File: src/rtl/pipelined_cla_adder.sv
// Two-stage carry-lookahead adder/subtractor with a valid/ready handshake.
// Stage 1 registers bit and group propagate/generate; stage 2 resolves carries and the result.
module pipelined_cla_adder #(
  parameter int WIDTH = 16,
  parameter int GROUP = 4
) (
  input  logic             clk,
  input  logic             rst,
  input  logic             in_valid,
  output logic             in_ready,
  input  logic [WIDTH-1:0] a,
  input  logic [WIDTH-1:0] b,
  input  logic             cin,
  input  logic             sub,
  output logic             out_valid,
  input  logic             out_ready,
  output logic [WIDTH-1:0] s,
  output logic             cout,
  output logic             ovf
);
  localparam int NG = (WIDTH + GROUP - 1) / GROUP;

  logic             s1_valid;
  logic             s1_adv;
  logic             s2_adv;

  logic [WIDTH-1:0] b_eff;
  logic [WIDTH-1:0] p_d;
  logic [WIDTH-1:0] g_d;
  logic [NG-1:0]    gg_d;
  logic [NG-1:0]    gp_d;

  logic [WIDTH-1:0] p_q;
  logic [WIDTH-1:0] g_q;
  logic [NG-1:0]    gg_q;
  logic [NG-1:0]    gp_q;
  logic             c0_q;

  logic [NG:0]      gc;
  logic [WIDTH-1:0] c;

  assign s2_adv   = !out_valid || out_ready;
  assign s1_adv   = !s1_valid || s2_adv;
  assign in_ready = s1_adv;

  // Group terms span only the real bits, so the last group's carry-out is the carry out of bit WIDTH-1.
  always_comb begin
    b_eff = b ^ {WIDTH{sub}};
    p_d   = a ^ b_eff;
    g_d   = a & b_eff;
    gg_d  = '0;
    gp_d  = '1;
    for (int i = 0; i < WIDTH; i++) begin
      gg_d[i / GROUP] = g_d[i] | (p_d[i] & gg_d[i / GROUP]);
      gp_d[i / GROUP] = gp_d[i / GROUP] & p_d[i];
    end
  end

  always_ff @(posedge clk) begin
    if (rst) begin
      s1_valid <= 1'b0;
    end else if (s1_adv) begin
      s1_valid <= in_valid;
    end
  end

  // NOTE: datapath registers have no reset; the valid bit alone qualifies their contents.
  always_ff @(posedge clk) begin
    if (s1_adv && in_valid) begin
      p_q  <= p_d;
      g_q  <= g_d;
      gg_q <= gg_d;
      gp_q <= gp_d;
      c0_q <= sub | cin;
    end
  end

  // Sum-of-products lookahead: a carry is any lower generate whose path up to here fully propagates.
  always_comb begin
    logic acc;
    logic pp;
    gc = '0;
    c  = '0;
    for (int k = 0; k <= NG; k++) begin
      acc = 1'b0;
      pp  = 1'b1;
      for (int m = k - 1; m >= 0; m--) begin
        acc = acc | (pp & gg_q[m]);
        pp  = pp & gp_q[m];
      end
      gc[k] = acc | (pp & c0_q);
    end
    for (int i = 0; i < WIDTH; i++) begin
      acc = 1'b0;
      pp  = 1'b1;
      for (int m = i - 1; m >= (i / GROUP) * GROUP; m--) begin
        acc = acc | (pp & g_q[m]);
        pp  = pp & p_q[m];
      end
      c[i] = acc | (pp & gc[i / GROUP]);
    end
  end

  always_ff @(posedge clk) begin
    if (rst) begin
      out_valid <= 1'b0;
      s         <= '0;
      cout      <= 1'b0;
      ovf       <= 1'b0;
    end else if (s2_adv) begin
      out_valid <= s1_valid;
      if (s1_valid) begin
        s    <= p_q ^ c;
        cout <= gc[NG];
        ovf  <= c[WIDTH-1] ^ gc[NG];
      end
    end
  end

endmodule

File: config.mk
export PLATFORM = sky130hd
export DESIGN_NAME = pipelined_cla_adder
export DESIGN_NICKNAME = d
export VERILOG_FILES = /design/src/rtl/pipelined_cla_adder.sv
export SDC_FILE = /design/constraint.sdc
export NUM_CORES = 1
export LEC_CHECK = 0
export ABC_AREA = 1
export CAP_MARGIN = 20
export CORE_ASPECT_RATIO = 1.4
export CORE_UTILIZATION = 30
export CTS_CLUSTER_DIAMETER = 80
export CTS_CLUSTER_SIZE = 16
export DETAILED_ROUTE_END_ITERATION = 6
export GPL_ROUTABILITY_DRIVEN = 0
export HOLD_SLACK_MARGIN = 0.15
export PLACE_DENSITY = 0.61
export SLEW_MARGIN = 10
export SYNTH_ARGS = -nofsm -noshare
export SYNTH_HDL_FRONTEND = slang
export SYNTH_SLANG_ARGS = --single-unit
File: constraint.sdc
create_clock -name clk -period 1.67 [get_ports clk]
set_input_delay 0.334 -clock clk [delete_from_list [all_inputs] [get_ports clk]]
set_output_delay 0.334 -clock clk [all_outputs]
set_load 0.02 [all_outputs]
Word-level counts from Yosys, hierarchy flattened
Cells that the tools add are included.
- $add $sub $neg: 0
- multipliers: 0
- divide/modulo/power cells: 0
- magnitude comparators: 0
- equal/unequal tests: 0
- shifts and indexed selects: 0
- mux-type cells: 0
- bitwise logic cells: 128
- reductions and logical operators: 6
- operators by type and width (operator ; number):
    1-bit AND ; 76
    16-bit bitwise XOR ; 3
    1-bit bitwise OR ; 47
    16-bit AND ; 1
    1-bit logical NOT ; 2
    1-bit logical OR ; 2
    2-bit AND reduction ; 1
    1-bit logical AND ; 1
    1-bit bitwise XOR ; 1
- register bits after elaboration: 60
- bits in latches: 0
- RAM bits: 0
- bits in read-only memories: 0
- output and inout bits: 20
- logic and storage cells: 144
- memories kept: 0

Logic depth before layout (Yosys ltp)
Gate-level depths: netlist of run 1.
- word-level depth: 8
- gate-level depth with buffers: 10
- gate-level depth less buffers: 10

Worst setup path after synthesis of run 1
Ideal clock, no wire load.
- kind: reg2reg
- from: reg out_valid
- to: reg c0_q, enable pin
- setup time: 0.392 ns
- arrival: 1.481 ns
- slack: -0.203 ns
- stages on the path, launching flop included: 4
- clock period less this slack: 1.873 ns
- path through: dfxtp_1 nand3_1 nand2_1 inv_1
- longest elaborated chain between the ends: 4
- RTL lines (what ; line ; source):
    start: declaration ; 15 ; output logic out_valid,
    start signal: assignment ; 111 ; out_valid <= s1_valid;
    1-bit logical NOT ; 42 ; assign s2_adv = !out_valid || out_ready;
    1-bit logical OR ; 42 ;
    1-bit logical OR ; 43 ; assign s1_adv = !s1_valid || s2_adv;
    via in_ready ; 10 ; output logic in_ready,
    1-bit logical AND ; 69 ; if (s1_adv && in_valid) begin
    end signal: assignment ; 74 ; c0_q <= sub | cin;
    end: declaration ; 37 ; logic c0_q;
The timed path passes the listed nets, and every way through them passes these cells.
A chain may end at the register's enable or synchronous reset.

Final worst setup path of run 1
- from: reg s[1]
- to: out s[1]
- RTL lines (what ; line ; source):
    start: declaration ; 17 ; output logic [WIDTH-1:0] s,
    start signal: assignment ; 113 ; s <= p_q ^ c;
No word-level cell between the ends.

==> results of run 1 <==
[path summary, 6_finish.rpt]
kind | startpoint | cells past startpoint | endpoint
worst max-delay path | s[1] | 1 | s[1]
worst min-delay path | s[8] | 2 | s[8]
worst max register to register | gp_q[2] | 6 | s[13]
worst min register to register | s[8] | 2 | s[8]
[area by class of cell]
cell class                 instances  area, um2  share of cell area (%)
timing repair buffer              82        796                    19.6
tap                              107        134                    3.30
clock buffer                      15        299                    7.37
clock inverter                     1       5.00                   0.123
inverter                          23       91.3                    2.25
sequential                        57       1510                    37.3
multi-input combinational        195       1220                    30.0
[stage by stage]
step,instance area [um2],instances
global placement,3730,464
floorplan,2880,281
CTS,4040,480
global route,4060,480
detailed placement,3730,464
finish,4060,480
[flip-flops by register name, summed over array words and instances, names as in the netlist]
signal     cells
c0_q           1
g_q           12
cout           1
out_valid      1
gp_q           4
p_q           16
s             16
ovf            1
s1_valid       1
gg_q           4
[logic make-up (layout without fill, tap and decap cells)]
family | Yosys count | after routing | share of synthesized area [%]
and+or+nand+nor | 104 | 104 | 17.7
DFF | 57 | 57 | 53.2
AOI/OAI and AO/OA | 50 | 50 | 9.29
buffers and inverters | 29 | 121 | 4.49
xor gates and xnor gates | 21 | 21 | 6.47
adders and majority gates | 20 | 20 | 8.81
[per-layer routing]
metal / track usage (%) / vias up
met1: 12.8 / 975
met5: 0 / -
li1: - / 1137
met3: 2.88 / 15
met4: 8.74 / 0
met2: 23.3 / 53
[synth_stat cells]
library cell,instances
a21o_1,2
edfxtp_1,37
buf_6,1
nor2_1,33
o211ai_1,2
buf_4,2
nand3_1,19
nor2_8,1
a21oi_2,1
and2_2,1
nand4_1,2
nand2_1,33
xor2_1,21
clkinv_2,1
ha_1,20
nand2_2,4
o21ai_1,4
o21ai_0,14
nor2_2,1
inv_2,1
or2_2,2
a21oi_1,27
and2_1,1
nand2_4,4
dfxtp_1,20
buf_2,2
inv_1,21
and3b_1,3
clkbuf_1,1
[power by group through the flow]
| stage | clock network [uW] | registers, uW | logic (uW) |
|---|---|---|---|
| after CTS | 1820 | 1750 | 781 |
| final | 1780 | 1750 | 772 |
| after global routing | 1880 | 1770 | 867 |
| after floorplan | 0 | 1800 | 399 |
| after global placement | 0 | 1780 | 757 |
| after detailed placement | 0 | 1780 | 774 |
[timing repair]
action | in CTS | in global routing
setup endpoints to repair | 8 | 5
pin swaps | 0 | 2
buffers inserted | 0 | 0
resized for setup | 3 | 7
==> impl_summary.txt, run 1 <==
----------------------------------------------------
[Critical path]
  Top delay family on crit path ... buffers and inverters
  Setup CP Type ... flop to primary output
  Register-to-Register Setup Slack ... 0.21 ns
  Library cell contributing the largest single delay on the critical path ... clkdlybuf4s50_1
  Kind of capture point of the worst setup path ... primary output
  CP required ... 1.34 ns
  Crit path arrival time ... 1.28 ns
  Worst Path Max Fanout ... 2
  Buf/Inv on CP ... 1
  Critical path, cell by cell ... clkdlybuf4s50_1
  Startpoint type of the worst setup path ... flop
  Max stage delay on crit path ... 0.63 ns

[Final layout]
  FILL cells ... 857
  Total number of nets in the final design ... 426
  Antenna diode instance count ... 0
  Ratio of cells with drive above 1 in the final layout ... 16.1%
  Most frequent standard cell in the layout excluding fill and tap cells ... clkdlybuf4s50_1
  Share of the core filled with cells ... 44.7%
  Area added between synthesis and finish ... 42.7%
  Most frequent cells in the layout ... 51 x clkdlybuf4s50_1, 37 x edfxtp_1, 33 x nand2_1, 33 x nor2_1, 25 x a21oi_1

[CTS]
  Hold buffers post-CTS ... 0
  Number of buffers inserted during clock tree synthesis ... 9
  Clock tree root buffer cell ... clkbuf_16
  Number of H-tree branching levels ... 3
  Clock tree from TritonCTS ... built
  Clock insertion delay at the later pin of the skew report ... 0.32 ns
  Maximum buffer depth of the clock tree ... 2
  Number of sinks on the clock net ... 57
  Clock edge transition at the registers on the reported setup and hold paths ... 0.05 ns

[Placed design]
  # port buffers ... 57
  Setup slack at placement ... -0.503 ns
  Post-DP HPWL ... 4490 um

[GRT]
  GR Overflow Total ... 0
  First-pass GRT wire length ... 9450 um
  Largest net degree at the start of global routing ... 32
  Antenna violations before repair ... 0
  Vias in the first global route ... 2,172
  Tot GR Track Use ... 12.6%

[STA]
  Count of endpoints failing setup in the final report ... 0
  Maximum operating frequency ... 0.620 GHz
  Hold_ws ... 0.480 ns
  Worst slew pin tran ... 0.380 ns
  Fin. max-slew vios ... 0
  Worst relative slew slack ... 74.6%
  RSZ-0062 raised after global routing ... no
  Period utilisation layout ... 96.6%
  Shortest period the worst path allows ... 1.61 ns
  Post-route setup slack ... 0.0565 ns
  Aggregate negative setup slack ... 0 ns
  Hold violation total from the final report ... 0
  Setup skew after layout ... 0.00573 ns

[Run status]
  Result of the run ... complete, but fails checks
  Violated checks ... design-rule violations

[Floorplanning]
  Number of top-level design ports ... 58
  Area of the core ... 9080 um2
  Row cnt ... 41
  Die Wd ... 84.3 um
  Floorplan die area ... 9870 um2
  Effective utilization at floorplan ... 31.3%
  Die height ... 117 um

[Synth]
  Sequential element share of the synthesized area ... 53.2%
  Yosys top cell area share ... 39.1%
  Gate Count Post-Synth ... 281
  Number of synthesized register bits ... 57
  Netlist area before placement ... 2840 um2
  Synth unique cells ... 29
  Number of nets in the synthesized netlist ... 339
  Yosys warning count ... 0
  Top cells by area in the synthesized netlist ... edfxtp_1 39%, dfxtp_1 14%, ha_1 8.8%
  Dominant cell type by area after synthesis ... edfxtp_1
  Mean cell area of the mapped netlist ... 10.1 um2

[Drt]
  Number of search-and-repair iterations in the first detailed-routing pass ... 6
  Via-per-instance ratio ... 4.54
  Detailed Route Iter0 Violations ... 82
  Final Routed Wirelength ... 5680 um
  Antenna Nets Post-Route ... 0
  Residual DRC count ... 6
  Vias after detailed routing ... 2,180
  Met3 wirelength from detailed routing ... 241 um
  Wire length on met1 ... 2180 um
  DR WL met2 ... 3100 um
  Routed wirelength normalized by instance count ... 11.8 um
  Max Used Layer ... met4

[Pwr]
  Relative contribution of combinational cells to total power ... 17.9%
  Share of total power in sequential cells ... 40.6%
  Total power ... 4310 uW
  Sw Ratio ... 24.1%
  Pwr dens ... 1060 nW/um2
  Worst ir drop on vdd ... 0.478 mV
  Reported net switching power ... 1040 uW
  Portion of total power attributed to the clock network ... 41.4%
  Cell-internal power ... 3270 uW
  Reported leakage power ... 0.00180 uW

[Job]
  Count of max-cap constraint violations ... 0

[Hold path]
  Tightest Hold Check Type ... flop to flop

----------------------------------------------------
(Power assumes the default switching activity.)
==> run 2: changes to the inputs <==
--- a/config.mk
+++ b/config.mk
@@ -5,7 +5,7 @@
 export SDC_FILE = /design/constraint.sdc
 export NUM_CORES = 1
 export LEC_CHECK = 0
-export ABC_AREA = 1
+export ABC_AREA = 0
 export CAP_MARGIN = 20
 export CORE_ASPECT_RATIO = 1.4
 export CORE_UTILIZATION = 30
@@ -14,7 +14,7 @@
 export DETAILED_ROUTE_END_ITERATION = 6
 export GPL_ROUTABILITY_DRIVEN = 0
 export HOLD_SLACK_MARGIN = 0.15
-export PLACE_DENSITY = 0.61
+export PLACE_DENSITY = 0.62
 export SLEW_MARGIN = 10
 export SYNTH_ARGS = -nofsm -noshare
 export SYNTH_HDL_FRONTEND = slang
==> constraint.sdc (replaced) <==
create_clock -name clk -period 1.3 [get_ports clk]
set_input_delay 0.26 -clock clk [delete_from_list [all_inputs] [get_ports clk]]
set_output_delay 0.26 -clock clk [all_outputs]
set_load 0.02 [all_outputs]
==> run 2 against run 1 <==
Compared with the run above: the run ends with negative setup slack left; synthesized cell count down 19%; critical path depth up 7; largest cell class unchanged; sequential share of layout area down 1.8 points; final area up 5.2%.
==> impl_summary.txt, run 2 <==
----------------------------------------------------
[Synth]
  Dominant cell type by area after synthesis ... edfxtp_1
  Yosys warning count ... 0 (unchanged)
  Number of flops mapped to enable cells by yosys ... 37 (unchanged)
  Number of synthesized register bits ... 57 (unchanged)
  Mean cell area of the mapped netlist ... 11.8 um2 (+16%)
  Netlist area before placement ... 2680 um2 (-5.7%)
  Top post-synthesis cells by count ... 37 x edfxtp_1, 26 x nand2_1, 20 x a21oi_1, 20 x dfxtp_1, 20 x ha_1
  Yosys top cell area share ... 41.5% (+2.4 points)
  Top cells by area in the synthesized netlist ... edfxtp_1 41%, dfxtp_1 15%, ha_1 9.3%
  Synth unique cells ... 41 (+41%)
  Gate Count Post-Synth ... 228 (-19%)
  Async set or reset register ratio after synthesis ... 0% (unchanged)
  Commonest register cell after synthesis ... edfxtp_1
  Number of nets in the synthesized netlist ... 286 (-16%)
  Most common cell in the netlist ... edfxtp_1
  Sequential element share of the synthesized area ... 56.4% (+3.2 points)

[CTS]
  Maximum buffer depth of the clock tree ... 2 (unchanged)
  Number of sinks on the clock net ... 57 (unchanged)
  Clock tree root buffer cell ... clkbuf_16
  Number of H-tree branching levels ... 3 (unchanged)
  Clock tree from TritonCTS ... built
  Clock edge transition at the registers on the reported setup and hold paths ... 0.05 ns (about the same)
  Number of buffers inserted during clock tree synthesis ... 9 (unchanged)
  Clock insertion delay at the later pin of the skew report ... 0.32 ns (about the same)
  Hold buffers post-CTS ... 0 (unchanged)

[Hold path]
  Tightest Hold Check Type ... input port to flop

[STA]
  RSZ-0062 raised after global routing ... yes
  Worst slew pin tran ... 0.271 ns (-0.109 ns)
  Shortest period the worst path allows ... 1.55 ns
  Fin. max-slew vios ... 0 (unchanged)
  Post-route setup slack ... -0.254 ns (-0.310 ns)
  Period utilisation layout ... 120%
  Hold_ws ... 0.333 ns (-0.147 ns)
  Setup skew after layout ... 0.00502 ns (-0.000715 ns)
  Maximum operating frequency ... 0.643 GHz
  Worst relative slew slack ... 81.7% (+7.0 points)
  Hold violation total from the final report ... 0 (unchanged)
  Count of endpoints failing setup in the final report ... 15 (+15)

[Placed design]
  # port buffers ... 57 (unchanged)
  Post-Place Cell Area ... 3710 um2 (-0.67%)
  Placed instance count ... 417 (-10%)
  Post-DP HPWL ... 4150 um (-7.7%)

[Final layout]
  Final std cells w/o fill ... 441 (-8.1%)
  Post-route cell area ... 4260 um2 (+5.2%)
  FILL cells ... 801 (-6.5%)
  Area added between synthesis and finish ... 59.1%
  Most frequent standard cell in the layout excluding fill and tap cells ... edfxtp_1
  Leading registers by flop count ... p_q x16, s x16, g_q x12
  Ratio of cells with drive above 1 in the final layout ... 32.1% (+16 points)
  Antenna diode instance count ... 0 (unchanged)
  Share of the core filled with cells ... 49.5% (+4.9 points)
  Most frequent cells in the layout ... 37 x edfxtp_1, 36 x buf_4, 25 x dlygate4sd2_1, 23 x nand2_1, 19 x dfxtp_1
  Total number of nets in the final design ... 389 (-8.7%)

[Run status]
  Violated checks ... negative setup slack
  Result of the run ... complete, but fails checks

[Pwr]
  Sw Ratio ... 25.2% (+1.1 points)
  Reported net switching power ... 1350 uW (+30%)
  Worst ir drop on vdd ... 0.722 mV (+51%)
  Share of total power in sequential cells ... 41.6% (+1.0 points)
  Reported leakage power ... 0.00178 uW (-1.1%)
  Relative contribution of combinational cells to total power ... 21.3% (+3.4 points)
  Cell-internal power ... 4010 uW (+23%)
  Portion of total power attributed to the clock network ... 37.0% (-4.4 points)
  Pwr dens ... 1260 nW/um2 (+18%)

[Drt]
  Detailed Route Iter0 Violations ... 78 (-4.9%)
  Antenna Nets Post-Route ... 0 (unchanged)
  Residual DRC count ... 0 (-6)
  Via-per-instance ratio ... 4.60 (+1.3%)
  Final Routed Wirelength ... 5630 um (-0.99%)
  Routed wirelength normalized by instance count ... 12.8 um (+7.8%)
  Vias after detailed routing ... 2,028 (-7.0%)
  Number of search-and-repair iterations in the first detailed-routing pass ... 4 (-2)

[Critical path]
  Critical path, cell by cell ... a21oi_2 > inv_2 > a21o_4 > buf_4 > buf_6 > a31oi_4 > or4_1 > nand3_1
  Endpoint of the most critical register-to-register path ... s[10]
  Startpoint type of the worst setup path ... flop
  Worst R2R Start ... c0_q
  Setup CP Type ... flop to flop
  Endpoint of the most critical setup path ... s[10]
  Library cell contributing the largest single delay on the critical path ... or4_1
  Kind of capture point of the worst setup path ... flop
  Register-to-Register Setup Slack ... -0.25 ns (-0.46 ns)
  Number of cells traversed by the worst register-to-register path ... 8 (+2)
  Crit path arrival time ... 1.82 ns (+0.54 ns)
  Buf/Inv on CP ... 3 (+2)
  Critical path origin ... c0_q
  Worst Path Max Fanout ... 3 (+1)
  Max stage delay on crit path ... 0.51 ns (-0.12 ns)
  CP required ... 1.57 ns (+0.23 ns)
  Number of cells on the critical path ... 8 (+7)
  Top delay family on crit path ... simple AND/OR/NAND/NOR gates

[GRT]
  Vias in the first global route ... 2,096 (-3.5%)
  Antenna violations before repair ... 0 (unchanged)
  GR Overflow Total ... 0 (unchanged)
  Tot GR Track Use ... 13.7% (+1.1 points)
  First-pass GRT wire length ... 9260 um (-2.0%)
  Largest net degree at the start of global routing ... 20 (-38%)

[Floorplanning]
  Area of the core ... 8610 um2 (-5.2%)
  Die Wd ... 81.9 um (-2.8%)
  Floorplan die area ... 9320 um2 (-5.6%)
  Effective utilization at floorplan ... 31.1% (-0.16 points)
  Row cnt ... 40 (-2.4%)
  Die height ... 114 um (-2.8%)
  Number of top-level design ports ... 58 (unchanged)

[Job]
  Count of max-cap constraint violations ... 0 (unchanged)

----------------------------------------------------
==> run 2: cell count changes after synthesis, moves of 5 or more <==
cell	before	now
nor2_1	33	8
nand3_1	19	7
xnor2_1	0	6
a21oi_1	27	20
nor2b_1	0	5
inv_1	21	3
nand2_1	33	26
o21ai_0	14	6
nand2b_1	0	5
==> run 2: worst min-delay path by stage <==
stage,startpoint,to,cells past startpoint
finish,a[5],g_q[5],2
global route,a[1],g_q[1],2
CTS,sub,c0_q,3
detailed placement,s[1],s[1],2
global placement,s[5],s[5],2
floorplan,in_valid,s1_valid,2
==> run 2: metal layers <==
metal	GRT usage (%)	up-vias	share of wire (%)
li1	-	1037	-
met1	14.8	934	40
met2	23.1	46	52
met3	4.72	11	4.8
met4	7.25	0	2.8
met5	0	-	0
==> run 2: layout make-up <==
type	count	area [um2]	share of cell area [%]
tap	105	131	3.08
clock inverter	6	25.0	0.587
multi-input combinational	158	1380	32.3
inverter	4	15.0	0.352
timing repair buffer	101	972	22.8
clock buffer	10	229	5.37
sequential	57	1520	35.5
==> run 2: logic make-up (layout without fill, tap and decap cells) <==
logic type	Yosys count	count (layout)	synth area share, %
flip-flops	57	57	56.4
adder cells (fa/ha/maj)	20	20	9.34
AND/OR/NAND/NOR	68	68	13.2
AO/OA/AOI/OAI	47	47	11.5
buffers and inverters	13	121	2.10
XOR/XNOR	23	23	7.52
==> run 2: power by group through the flow <==
stage	logic [uW]	clock network, uW	registers [uW]
2_1_floorplan	458	0	2290
3_3_place_gp	976	0	2250
3_5_place_dp	993	0	2250
4_1_cts	1080	2030	2230
5_1_grt	1260	2110	2250
6_report	1140	1980	2230
==> run 2: through the flow <==
| step | setup slack, ns | TNS [ns] | total power [uW] |
|---|---|---|---|
| final | -0.254 | -2.13 | 5350 |
| after global routing | -0.390 | -3.64 | 5620 |
| after CTS | -0.261 | -2.28 | 5340 |
| after detailed placement | -0.780 | -29.70 | 3240 |
| after global placement | -0.711 | -28.43 | 3220 |
| after floorplan | -0.266 | -2.35 | 2750 |
==> run 2: what timing repair did <==
item,CTS,global route
pin swaps,49,22
endpoints found under the hold margin,0,0
cloned,1,0
endpoints found under the setup margin,58,30
resized for setup,72,31
setup buffers,7,2
